## config.mk

```make
export PLATFORM = sky130hd
export DESIGN_NAME = seq_addsub
export DESIGN_NICKNAME = d
export VERILOG_FILES = /design/src/rtl/seq_addsub.sv
export SDC_FILE = /design/constraint.sdc
export NUM_CORES = 1
export LEC_CHECK = 0
export CAP_MARGIN = 20
export CORE_ASPECT_RATIO = 0.6
export CORE_MARGIN = 3
export CORE_UTILIZATION = 60
export DETAILED_ROUTE_END_ITERATION = 7
export DONT_BUFFER_PORTS = 1
export PLACE_DENSITY_LB_ADDON = 0.2
export RECOVER_POWER = 25
export SYNTH_ARGS = -nofsm -noshare
export SYNTH_HDL_FRONTEND = slang
export SYNTH_SLANG_ARGS = --single-unit
```

## constraint.sdc

```tcl
create_clock -name clk -period 3.7 [get_ports clk]
set_clock_uncertainty 0.1 [all_clocks]
set_input_delay 0.555 -clock clk [delete_from_list [all_inputs] [get_ports clk]]
set_output_delay 0.555 -clock clk [all_outputs]
set_load 0.01 [all_outputs]
```

## src/rtl/seq_addsub.sv

```systemverilog
// rtl/seq_addsub.sv - multi-cycle chunked ripple adder/subtractor with valid/ready handshakes
//
// Ports:
//   clk        rising-edge clock
//   rst        synchronous active-high reset
//   in_valid   operands/mode valid; accepted when in_ready is high
//   in_ready   high only while idle
//   a, b       WIDTH-bit operands
//   cin        carry-in (add) / borrow-in (subtract)
//   sub        0 = add, 1 = subtract
//   out_valid  result fields valid; held until out_ready
//   out_ready  consumer accepts the result
//   sum        WIDTH-bit result, modulo 2^WIDTH
//   cout       carry out of MSB (subtract: 1 = no borrow)
//   ovf        two's-complement signed overflow
//   zero       sum == 0
module seq_addsub #(
  parameter int WIDTH = 16,
  parameter int CHUNK = 4
) (
  input  logic             clk,
  input  logic             rst,
  input  logic             in_valid,
  output logic             in_ready,
  input  logic [WIDTH-1:0] a,
  input  logic [WIDTH-1:0] b,
  input  logic             cin,
  input  logic             sub,
  output logic             out_valid,
  input  logic             out_ready,
  output logic [WIDTH-1:0] sum,
  output logic             cout,
  output logic             ovf,
  output logic             zero
);

  localparam int N  = WIDTH / CHUNK;
  localparam int CW = (N > 1) ? $clog2(N) : 1;
  localparam logic [CW-1:0] LAST = CW'(N - 1);

  localparam logic [1:0] S_IDLE = 2'd0;
  localparam logic [1:0] S_RUN  = 2'd1;
  localparam logic [1:0] S_DONE = 2'd2;

  logic [1:0]       state;
  logic [CW-1:0]    cnt;
  logic [WIDTH-1:0] a_r;
  logic [WIDTH-1:0] b_r;
  logic             carry_r;
  logic [WIDTH-1:0] sum_r;
  logic             cout_r;
  logic             ovf_r;
  logic             zero_r;
  logic             out_valid_r;

  logic [CHUNK-1:0] chunk_sum;
  logic             cy;
  logic             cy_msb;
  logic [WIDTH-1:0] sum_next;

  // Operands are shifted right one chunk per cycle, so the active chunk is
  // always the low CHUNK bits; the result is shifted in from the top.
  always_comb begin
    cy        = carry_r;
    cy_msb    = carry_r;
    chunk_sum = '0;
    for (int i = 0; i < CHUNK; i++) begin
      // full-adder cell; cy_msb ends up as the carry into the chunk's top bit
      cy_msb       = cy;
      chunk_sum[i] = a_r[i] ^ b_r[i] ^ cy;
      cy           = (a_r[i] & b_r[i]) | (cy & (a_r[i] ^ b_r[i]));
    end
  end

  assign sum_next = (sum_r >> CHUNK) | (WIDTH'(chunk_sum) << (WIDTH - CHUNK));

  always_ff @(posedge clk) begin
    if (rst) begin
      state       <= S_IDLE;
      cnt         <= '0;
      a_r         <= '0;
      b_r         <= '0;
      carry_r     <= 1'b0;
      sum_r       <= '0;
      cout_r      <= 1'b0;
      ovf_r       <= 1'b0;
      zero_r      <= 1'b0;
      out_valid_r <= 1'b0;
    end else begin
      case (state)
        S_IDLE: begin
          if (in_valid) begin
            // subtract is a + ~b + ~cin, so invert here and reuse the adder
            a_r     <= a;
            b_r     <= sub ? ~b : b;
            carry_r <= cin ^ sub;
            cnt     <= '0;
            state   <= S_RUN;
          end
        end
        S_RUN: begin
          a_r     <= a_r >> CHUNK;
          b_r     <= b_r >> CHUNK;
          carry_r <= cy;
          sum_r   <= sum_next;
          cnt     <= cnt + CW'(1);
          if (cnt == LAST) begin
            cout_r      <= cy;
            ovf_r       <= cy ^ cy_msb;
            zero_r      <= (sum_next == '0);
            out_valid_r <= 1'b1;
            state       <= S_DONE;
          end
        end
        S_DONE: begin
          if (out_ready) begin
            out_valid_r <= 1'b0;
            state       <= S_IDLE;
          end
        end
        default: state <= S_IDLE;
      endcase
    end
  end

  assign in_ready  = (state == S_IDLE);
  assign out_valid = out_valid_r;
  assign sum       = sum_r;
  assign cout      = cout_r;
  assign ovf       = ovf_r;
  assign zero      = zero_r;

endmodule

```

# Word level (Yosys, flattened, before mapping)
# Cells that the tools add are included.
op_classes:
  bitwise: 24
  n_div: 0
  n_lt_le_gt_ge: 0
  muxes: 16
  n_mul: 0
  reduce_logical: 8
  n_addsub: 1
  n_shift: 0
  eq_ne: 6
op_table:
  columns: ["op", "n"]
  rows:
  - ["16-bit one-hot mux with 2 select lines", 2]
  - ["16-bit two-way mux", 3]
  - ["16-bit logical NOT", 1]
  - ["16-bit NOT", 1]
  - ["12-bit by 16-bit bitwise OR with 16-bit output", 1]
  - ["1-bit XOR", 10]
  - ["1-bit bitwise AND", 8]
  - ["2-bit two-way mux", 4]
  - ["2-bit != test, second input constant", 3]
  - ["2-bit one-hot mux with 3 select lines", 1]
  - ["3-bit AND reduction", 2]
  - ["2-bit equality test, second input constant", 2]
  - ["1-bit bitwise OR", 4]
  - ["1-bit one-hot mux with 2 select lines", 2]
  - ["2-bit one-hot mux with 2 select lines", 1]
  - ["2-bit AND reduction", 2]
  - ["2-bit nonzero test", 2]
  - ["1-bit two-way mux", 3]
  - ["2-bit by 1-bit adder with 2-bit output, second input constant", 1]
  - ["2-bit by 1-bit equality test with 1-bit output, second input constant", 1]
  - ["2-bit logical NOT", 1]
totals:
  input_bits: 38
  ff_bits: 57
  memories: 0
  latch_bits: 0
  mem_bits_ro: 0
  wordCells: 65
  ram_bits: 0

# Depth between registers and ports, before layout
# Gate-level depths: netlist (run 1).
logic_depth:
  ltp_word: 10
  depth_mapped: 10
  depth_no_buf: 10

# Worst setup path before layout (run 1)
# Ideal clock, no wire load.
synth_path:
  path_type: "flip-flop to flip-flop"
  startpoint: "register a_r[0]"
  endpoint: "register zero_r (netlist: zero)"
  stages_incl_launch_ff: 11
  t_required_ps: 3531
  setup_ps: 69
  slack_ps: 1339
  arrival_ps: 2193
  n_path_buf: 0
  cell_sequence: "dfxtp_1 -> inv_1 -> fa_1 -> inv_1 -> fa_1 -> fa_1 -> inv_1 -> fa_1 -> nand2_1 -> or3_1 -> o21ai_1"
synth_via:
  elab_chain_len: 10
synth_rtl:
  columns: ["element", "line_no", "source"]
  rows:
  - ["start: declaration", "47", "logic [WIDTH-1:0] a_r;"]
  - ["start signal: assignment", "102", "a_r <= a_r >> CHUNK;"]
  - ["1-bit XOR", "70, 71", null]
  - ["1-bit bitwise AND", "71", "cy = (a_r[i] & b_r[i]) | (cy & (a_r[i] ^ b_r[i]));"]
  - ["1-bit bitwise OR", "71", null]
  - ["1-bit bitwise AND", "71", null]
  - ["1-bit bitwise OR", "71", null]
  - ["1-bit bitwise AND", "71", null]
  - ["1-bit bitwise OR", "71", null]
  - ["1-bit XOR", "70", "chunk_sum[i] = a_r[i] ^ b_r[i] ^ cy;"]
  - ["12-bit by 16-bit bitwise OR with 16-bit output (*)", "75", "assign sum_next = (sum_r >> CHUNK) | (WIDTH'(chunk_sum) << (WIDTH - CHUNK));"]
  - ["16-bit logical NOT (*)", "110", "zero_r <= (sum_next == '0);"]
  - ["end signal: assignment", "110", null]
  - ["end: declaration", "53", "logic zero_r;"]
# Every way passes the cells marked *; elsewhere a longest branch is shown, timed or not.
# A chain may end at the register's enable or synchronous reset.

# Worst setup path in the final report (run 1)
layout_path:
  startpoint: "register state[1]"
  endpoint: "output in_ready"
layout_via:
  elab_chain_len: 1
layout_rtl:
  columns: ["element", "line_no", "source"]
  rows:
  - ["start: declaration", "45", "logic [1:0] state;"]
  - ["start signal: assignment", "79", "state <= S_IDLE;"]
  - ["start signal: assignment", "98", "state <= S_RUN;"]
  - ["start signal: assignment", "112", "state <= S_DONE;"]
  - ["2-bit logical NOT", "126", "assign in_ready = (state == S_IDLE);"]
  - ["end: declaration", "24", "output logic in_ready,"]
# No other way between the ends.

==> key figures, run 1 <==
Power
  – Peak supply drop: 0.000300 V
  – Pwr Total: 1.45 mW
  – Power Density: 509 nW/um^2
  – Leak: 1.05 nW

Global routing
  – First-pass GRT wire length: 9890 um
  – Initial antenna violation count: 0
  – Vias in the first global route: 2,007
  – GR Overflow Total: 0
  – Gr usage total: 0.237
  – Largest net degree at the start of global routing: 48

STA
  – Final period util: 0.681
  – Setup TNS: 0 ps
  – Final hold vios: 0
  – Fin. max-slew vios: 0
  – Rel. slew slack: 0.0830
  – Fmax: 0.397 GHz
  – Slew at the pin closest to its max-slew limit: 1380 ps
  – Tmin final: 2520 ps
  – Final Worst Setup Slack: 1180 ps
  – Worst hold margin: 187 ps
  – RSZ-0062 raised after global routing: no
  – Final setup vio count: 0

Synthesis
  – Synth area leaders: dfxtp_1 (42%), a21oi_1 (7.9%), a22oi_1 (5.8%), xor2_1 (5.5%), nor2_1 (5.3%)
  – Count leader, synth: dfxtp_1
  – Synth warnings: 0
  – Post-synthesis sequential area ratio: 0.420
  – Seq cells post-synth: 57
  – Commonest cells in the netlist: dfxtp_1 (57), a21oi_1 (43), nor2_1 (38), nand2_1 (32), a22oi_1 (21)
  – Mapped Area: 2710 um^2
  – Async S/R FF share, synth: 0
  – Dominant cell type by area after synthesis: dfxtp_1
  – Top_reg_cell synth: dfxtp_1
  – Synth Net Count: 352
  – Synthesized area per cell: 8.78 um^2
  – Top-area cell type share of the netlist area: 0.420
  – Yosys cell types: 38
  – Synth Instances: 309
  – EDFF count, synth: 0

Drt
  – First drt pass iteration count: 4
  – Drt initial violations: 166
  – Via count: 2,067
  – Routed Antenna Nets: 0
  – Remaining routing DRC violations: 0
  – Vias/cell: 5.71
  – Wire length per cell: 16.3 um
  – WL final: 5910 um

Outcome
  – Status: finished clean

Worst setup path
  – Critical path endpoint category: output port
  – R2R Setup Slk: 1240 ps
  – WS Path Type: register to output port
  – CP Launch Type: register
  – Critical Path Fanout Max: 33
  – WP data required: 3040 ps
  – Critical Path AT: 1860 ps

Cells and area
  – Fillers: 373
  – Layout area overhead: 5.12%
  – Final Non-Filler Cells: 362
  – Fin nets: 340
  – Multi-input logic area: 1350 um^2
  – Register area: 1140 um^2
  – Share of cells above drive strength 1: 0.0927
  – Final Core Density: 0.674
  – Post-route cell area: 2850 um^2
  – Antenna diode count: 0

Clock tree
  – TritonCTS clock tree: done
  – Longest Clk Path Bufs: 2
  – H-tree Lvls: 3
  – CTS Hold Bufs: 0
  – CTS sink cnt: 57
  – CTS root buf: clkbuf_8
  – Later-pin clock latency in the skew report: 330 ps
  – Setup Fix Bufs, Post-CTS: 0
  – Post-cts gate resize count: 0
  – Worst-path clk slew: 60 ps
  – Num CTS Buffers: 9

Placed design
  – RD Place Congestion: 0.729
  – Dpl cells: 346
  – Pre-CTS WS: 1250 ps
  – Placed instance area: 2650 um^2
  – DP Wirelength: 3940 um
  – Port Buffers: 0

Floorplanning
  – I/O pin cnt: 59
  – Row count: 18
  – Core area: 4230 um^2
  – Die Wd: 92.8 um
  – Die H: 58.1 um
  – Initial Util: 0.641
  – Total die area: 5390 um^2

Job
  – Max-cap viol count: 0

Worst hold path
  – Hold WC Path Type: input port to register
-- layout by cell type (no fill, tap or decap), types with 2 or more instances in the layout --
cell type / synthesis / final
xor2_1: 17 / 17
nor2b_1: 3 / 3
nor4_1: 3 / 3
a211oi_2: 2 / 2
dfxtp_1: 57 / 57
a22oi_1: 21 / 21
fa_1: 4 / 4
nand2b_1: 2 / 2
nand3b_1: 2 / 2
inv_1: 17 / 17
clkbuf_1: 3 / 3
a21oi_1: 43 / 43
buf_4: 5 / 2
o2bb2ai_1: 13 / 13
o221a_2: 4 / 4
nor2_1: 38 / 38
o221a_1: 7 / 7
clkbuf_8: 0 / 12
nand2_1: 32 / 32
or3b_1: 2 / 2
-- cell type report --
class                           count  share of cell area
Clock inverter                      2              0.0123
Tap cell                           60              0.0263
Multi-Input combinational cell    209               0.472
Timing Repair Buffer                3             0.00658
Inverter                           17              0.0224
Clock buffer                       14              0.0605
Sequential cell                    57               0.400
-- path summary, 6_finish.rpt --
check / startpoint / to / depth (start not counted)
max: state[1]$_SDFFE_PP0P_ / in_ready / 2
min: rst / ovf$_SDFFE_PP0P_ / 1
max reg2reg: a_r[0]$_SDFFE_PP0P_ / zero$_SDFFE_PP0P_ / 10
min reg2reg: b_r[0]$_SDFFE_PP0P_ / b_r[0]$_SDFFE_PP0P_ / 1
-- flip-flops by register name, summed over array words and instances, names as in the netlist --
register   count
zero           1
cout           1
state          2
sum           16
a_r           16
cnt            2
carry_r        1
b_r           16
ovf            1
out_valid      1
-- logic make-up after synthesis --
logic type | share of synthesized area
compound gates | 0.254
simple gates | 0.150
flops | 0.420
buf+inv | 0.0834
xor+xnor | 0.0581
fa+ha+maj | 0.0341
-- critical path, stage by stage, from the launching register on --
cell	delay, ps
dfxtp_1	320
clkbuf_1	1000
nor2_1	210
-- per-layer routing --
metal	track usage	vias up	wire, um
met2	0.322	65	2460
met5	0	-	0
met4	0.0647	0	42
met1	0.351	948	2990
met3	0.0869	6	426
li1	-	1048	-
-- power breakdown --
part / internal (mW) / leakage (nW) / switching, mW
Sequential: 0.653 / 0.467 / 0.0332
Combinational: 0.0727 / 0.479 / 0.0926
Clock: 0.366 / 0.107 / 0.234
Total: 1.09 / 1.05 / 0.360
Power figures use the tool's default switching activity.
==> inputs of run 2 (changes only) <==
- clock period: 3.7 -> 2.62 ns (I/O delays scaled with it)
==> key figures, run 2 (same netlist as run 1, synthesis figures left out) <==
Outcome
  – Status: finished clean

Placed design
  – RD Place Congestion: 0.702 (-3.7%)
  – Port Buffers: 0 (unchanged)
  – Dpl cells: 349 (+0.87%)
  – DP Wirelength: 4010 um (+1.7%)
  – Placed instance area: 2670 um^2 (+0.85%)

Cells and area
  – Post-route cell area: 2910 um^2 (+2.1%)
  – Commonest cells after routing, fill and taps aside: dfxtp_1 (57), a21oi_1 (43), nor2_1 (38)
  – Final Core Density: 0.688 (+0.0142)
  – Final Non-Filler Cells: 366 (+1.1%)
  – Commonest non-fill, non-tap cell in the layout: dfxtp_1
  – Layout area overhead: 7.33%
  – Fin nets: 344 (+1.2%)
  – Share of cells above drive strength 1: 0.114 (+0.0217)
  – Antenna diode count: 0 (unchanged)

Worst hold path
  – Hold WC Path Type: input port to register
  – Min-delay src: rst
  – Hold endpoint: ovf$_SDFFE_PP0P_
  – Worst Hold Path Cells: 1 (unchanged)

Global routing
  – Vias in the first global route: 1,959 (-2.4%)
  – Gr usage total: 0.236 (-0.00139)
  – Initial antenna violation count: 0 (unchanged)
  – Largest net degree at the start of global routing: 48 (unchanged)
  – First-pass GRT wire length: 9800 um (-0.90%)
  – GR Overflow Total: 0 (unchanged)

STA
  – Setup TNS: 0 ps (unchanged)
  – Fin. max-slew vios: 0 (unchanged)
  – Fmax: 0.400 GHz
  – Final setup vio count: 0 (unchanged)
  – Final period util: 0.955
  – Slew at the pin closest to its max-slew limit: 543 ps (-833 ps)
  – Tmin final: 2500 ps
  – Final hold vios: 0 (unchanged)
  – Rel. slew slack: 0.638 (+0.555)

Power
  – Peak supply drop: 0.000410 V (+37%)
  – Internal: 1.61 mW (+48%)
  – Power Density: 740 nW/um^2 (+45%)
  – Switch Pwr: 542 uW (+51%)
  – Clock share of power: 0.439 (+0.026)
  – Comb power frac: 0.112 (-0.002)
  – Share of power burned in registers: 0.449 (-0.024)
  – Leak: 1.08 nW (+2.8%)
  – Switching share of power: 0.251 (+0.00349)

Worst setup path
  – R2R depth: 10 (unchanged)
  – Critical path endpoint category: register
  – WS Path Type: register to register
  – Critical Path AT: 2690 ps (+830 ps)
  – Critical path, cell by cell: inv_1 > fa_1 > inv_1 > fa_1 > fa_2 > inv_1 > fa_1 > nand2_1 > or3_1 > o21ai_1
  – Critical Path Fanout Max: 2 (-94%)
  – Capturing point of the worst reg2reg path: zero$_SDFFE_PP0P_
  – CP Launch Type: register
  – WP data required: 2810 ps (-230 ps)
  – Worst r2r src: a_r[0]$_SDFFE_PP0P_
  – CP max-delay cell: fa_1
  – Slowest cell delay on critical path: 520 ps (-480 ps)
  – R2R Setup Slk: 120 ps (-1120 ps)

Drt
  – Wire length per cell: 16.5 um (+1.1%)
  – Via count: 2,085 (+0.87%)
  – WL final: 6050 um (+2.2%)
  – First drt pass iteration count: 4 (unchanged)
  – Vias/cell: 5.70 (-0.23%)
  – Routed Antenna Nets: 0 (unchanged)
  – Remaining routing DRC violations: 0 (unchanged)
  – Drt initial violations: 176 (+6.0%)

Clock tree
  – TritonCTS clock tree: done
  – Worst-path clk slew: 60 ps (about the same)
  – Num CTS Buffers: 9 (unchanged)
  – Longest Clk Path Bufs: 2 (unchanged)
  – Later-pin clock latency in the skew report: 360 ps (+30 ps)
  – CTS root buf: clkbuf_8
  – Setup Fix Bufs, Post-CTS: 0 (unchanged)
  – H-tree Lvls: 3 (unchanged)
  – CTS sink cnt: 57 (unchanged)

Job
  – Max-cap viol count: 0 (unchanged)

Floorplanning
  – Row count: 18 (unchanged)
  – Die H: 58.1 um (unchanged)
  – Core area: 4230 um^2 (unchanged)
  – Initial Util: 0.641 (unchanged)
  – Total die area: 5390 um^2 (unchanged)
  – Die Wd: 92.8 um (unchanged)
  – I/O pin cnt: 59 (unchanged)
[run 2: changes by cell type in the layout (fill, tap and decap cells not counted), sizes merged]
| cell | change |
|---|---|
| buf | +4 |
| dlygate4sd3 | +1 |
| clkbuf | -4 |
| clkinvlp | +1 |
| bufinv | +1 |
| clkinv | +1 |
[run 2: power by group through the flow]
stage          registers (mW)  logic, mW  clock network, mW
2_1_floorplan           0.973      0.228                  0
3_3_place_gp            0.986      0.233                  0
3_5_place_dp            0.987      0.238                  0
4_1_cts                 0.968      0.240              0.950
5_1_grt                 0.976      0.276              0.984
6_report                0.969      0.241              0.945
[run 2: layer usage]
metal | routed length, um | share of wire | vias up | GRT usage
li1 | - | - | 1056 | -
met1 | 3080 | 0.51 | 952 | 0.353
met2 | 2440 | 0.40 | 68 | 0.313
met3 | 439 | 0.073 | 9 | 0.0973
met4 | 87 | 0.014 | 0 | 0.0501
met5 | 0 | 0 | - | 0
[run 2: cell type report]
class | count | area (um^2)
clock buffers | 11 | 151
clock inverters | 5 | 77.6
multi-input cells | 209 | 1350
repair buffers | 7 | 55.1
well taps | 60 | 75.1
inverters | 17 | 63.8
fillers | 348 | 1320
flip-flops and latches | 57 | 1140
[run 2: repair_timing]
item | in CTS | in global routing
endpoints found under the setup margin | 0 | 1
hold buffers | 0 | 1
hold endpoints to repair | 0 | 1
gates resized for setup | 0 | 1
[run 2: how the worst max path moves through the flow]
stage / from / endpoint / slack [ps]
after CTS: a_r[0]$_SDFFE_PP0P_ / zero$_SDFFE_PP0P_ / 120
after detailed placement: a_r[0]$_SDFFE_PP0P_ / zero$_SDFFE_PP0P_ / 150
final: a_r[0]$_SDFFE_PP0P_ / zero$_SDFFE_PP0P_ / 120
after global routing: a_r[0]$_SDFFE_PP0P_ / zero$_SDFFE_PP0P_ / -50
after floorplan: a_r[0]$_SDFFE_PP0P_ / zero$_SDFFE_PP0P_ / 260
after global placement: a_r[0]$_SDFFE_PP0P_ / zero$_SDFFE_PP0P_ / 190
[run 2: critical path, delay by kind of cell, from the launching register on]
| kind | cells | cell delay, ps |
|---|---|---|
| fa+ha+maj | 4 | 1310 |
| flops | 1 | 320 |
| buf+inv | 3 | 190 |
| compound gates | 1 | 130 |
| simple gates | 2 | 380 |
[run 2: per-stage QoR]
stage / hold WS, ps / total power [mW] / setup WS (ps)
after floorplan: 332 / 1.20 / 259
after global placement: 347 / 1.22 / 195
after detailed placement: 349 / 1.22 / 148
after CTS: 1.36 / 2.16 / 125
after global routing: 7.65 / 2.24 / -53.9
final: 7.98 / 2.16 / 118
==> inputs of run 3 (changes only) <==
- CORE_UTILIZATION: 60 -> 50
==> key figures, run 3 (same netlist as run 1, synthesis figures left out) <==
Worst setup path
  – Worst Setup SP: a_r[0]$_SDFFE_PP0P_
  – Critical Path Fanout Max: 2 (unchanged)
  – CP Launch Type: register
  – WS Path Type: register to register
  – CP Capture Point: zero$_SDFFE_PP0P_
  – Worst r2r src: a_r[0]$_SDFFE_PP0P_
  – Capturing point of the worst reg2reg path: zero$_SDFFE_PP0P_
  – R2R depth: 10 (unchanged)
  – R2R Setup Slk: 170 ps (+50 ps)
  – Critical Path AT: 2620 ps (-70 ps)
  – Critical path endpoint category: register
  – WP data required: 2780 ps (-30 ps)

Cells and area
  – Layout area overhead: 4.79%
  – Final Non-Filler Cells: 370 (+1.1%)
  – Fin nets: 345 (+0.29%)
  – Share of cells above drive strength 1: 0.112 (-0.00254)
  – Commonest non-fill, non-tap cell in the layout: dfxtp_1
  – Commonest cells after routing, fill and taps aside: dfxtp_1 (56), a21oi_1 (43), nor2_1 (38)
  – Antenna diode count: 0 (unchanged)

Global routing
  – Largest net degree at the start of global routing: 48 (unchanged)
  – Met2 Usage GRT: 0.262 (-0.0510)
  – First-pass GRT wire length: 10,000 um (+2.4%)
  – GR Overflow Total: 0 (unchanged)
  – Vias in the first global route: 1,935 (-1.2%)
  – GRT met1 Usage: 0.311 (-0.0419)
  – Met3 Track Usage GR: 0.0830 (-0.0143)
  – Top Usage Layer GRT: met1
  – Gr usage total: 0.202 (-0.0331)
  – Initial antenna violation count: 0 (unchanged)

Floorplanning
  – I/O pin cnt: 59 (unchanged)
  – Total die area: 6380 um^2 (+18%)
  – Row count: 20 (+2)
  – Die H: 63.1 um (+8.6%)
  – Core area: 5150 um^2 (+22%)
  – Initial Util: 0.526 (-0.115)
  – Die Wd: 101 um (+8.9%)

Placed design
  – RD Place Congestion: 0.765 (+9.0%)
  – Dpl cells: 354 (+1.4%)
  – Port Buffers: 0 (unchanged)
  – DP Wirelength: 4130 um (+3.1%)

Drt
  – Via count: 2,111 (+1.2%)
  – Remaining routing DRC violations: 0 (unchanged)
  – First drt pass iteration count: 4 (unchanged)
  – Routed Antenna Nets: 0 (unchanged)
  – Drt initial violations: 135 (-23%)
  – Wire length per cell: 16.4 um (-0.56%)
  – WL final: 6080 um (+0.53%)
  – Vias/cell: 5.71 (+0.15%)

Clock tree
  – CTS root buf: clkbuf_8
  – CTS sink cnt: 57 (unchanged)
  – H-tree Lvls: 3 (unchanged)
  – Longest Clk Path Bufs: 2 (unchanged)
  – Worst-path clk slew: 60 ps (about the same)
  – Num CTS Buffers: 9 (unchanged)
  – TritonCTS clock tree: done
  – Later-pin clock latency in the skew report: 330 ps (-30 ps)

Job
  – Max-cap viol count: 0 (unchanged)

STA
  – Tmin final: 2450 ps (-47.0 ps)
  – Fin. max-slew vios: 0 (unchanged)
  – Fmax: 0.407 GHz (+1.9%)
  – Final period util: 0.937 (-0.0179)
  – Final hold vios: 0 (unchanged)
  – Rel. slew slack: 0.317 (-0.321)
  – Final setup vio count: 0 (unchanged)
  – RSZ-0062 raised after global routing: no
  – Slew at the pin closest to its max-slew limit: 1020 ps (+480 ps)
  – Setup TNS: 0 ps (unchanged)

Power
  – Power Density: 660 nW/um^2 (-11%)
  – Leak: 1.04 nW (-3.6%)
  – Pwr Total: 1.88 mW (-13%)
  – Peak supply drop: 0.000309 V (-25%)

Worst hold path
  – Hold WC Path Type: input port to register

Outcome
  – Status: finished clean
[run 3: metrics by stage]
step / hold slack [ps] / worst slack [ps] / cell area (um^2) / utilization
global route: 2.17 / 29.6 / 2840 / 0.552
global placement: 347 / 190 / 2670 / 0.518
CTS: 11.4 / 89.9 / 2820 / 0.547
finish: 28.2 / 165 / 2840 / 0.552
floorplan: 332 / 259 / 2710 / -
detailed placement: 351 / 111 / 2670 / 0.518
[run 3: worst min path at each step]
stage	depth (start not counted)	end	slack, ps	startpoint
after floorplan	1	b_r[0]$_SDFFE_PP0P_	330	b_r[0]$_SDFFE_PP0P_
after global placement	1	b_r[10]$_SDFFE_PP0P_	350	b_r[10]$_SDFFE_PP0P_
after detailed placement	1	b_r[4]$_SDFFE_PP0P_	350	b_r[4]$_SDFFE_PP0P_
after CTS	1	sum[15]$_SDFFE_PP0P_	10	rst
after global routing	1	cout$_SDFFE_PP0P_	2	rst
final	1	cout$_SDFFE_PP0P_	30	rst
[run 3: area by class of cell]
class,count,area [um^2]
timing repair buffer,8,62.6
clock inverter,1,5.00
inverter,17,63.8
multi-input combinational,209,1340
clock buffer,12,145
fill,475,2310
sequential,57,1140
tap,66,82.6
[run 3: what timing repair did]
action	in CTS	in global routing
gates resized for setup	0	5
hold buffers	0	1
setup buffers	0	2
setup endpoints to repair	0	1
endpoints found under the hold margin	0	3
[run 3: worst max-delay path, stage by stage, from the launching register on]
cell and delay, ps:
dfxtp_2 330, inv_1 60, fa_2 380, inv_2 70, fa_2 200, fa_2 200
inv_1 60, fa_1 520, nand2_1 50, or3_1 290, o21ai_1 130
[run 3: power by group]
group | switching (mW) | leakage, nW | internal (mW)
clock network | 0.311 | 0.0782 | 0.352
logic | 0.134 | 0.497 | 0.112
registers | 0.0457 | 0.467 | 0.922
[run 3: layer usage]
layer  vias to the layer above  share of wire
met5                         -              0
met4                         0          0.011
met3                         7          0.066
met2                        56           0.41
met1                       994           0.51
li1                       1054              -
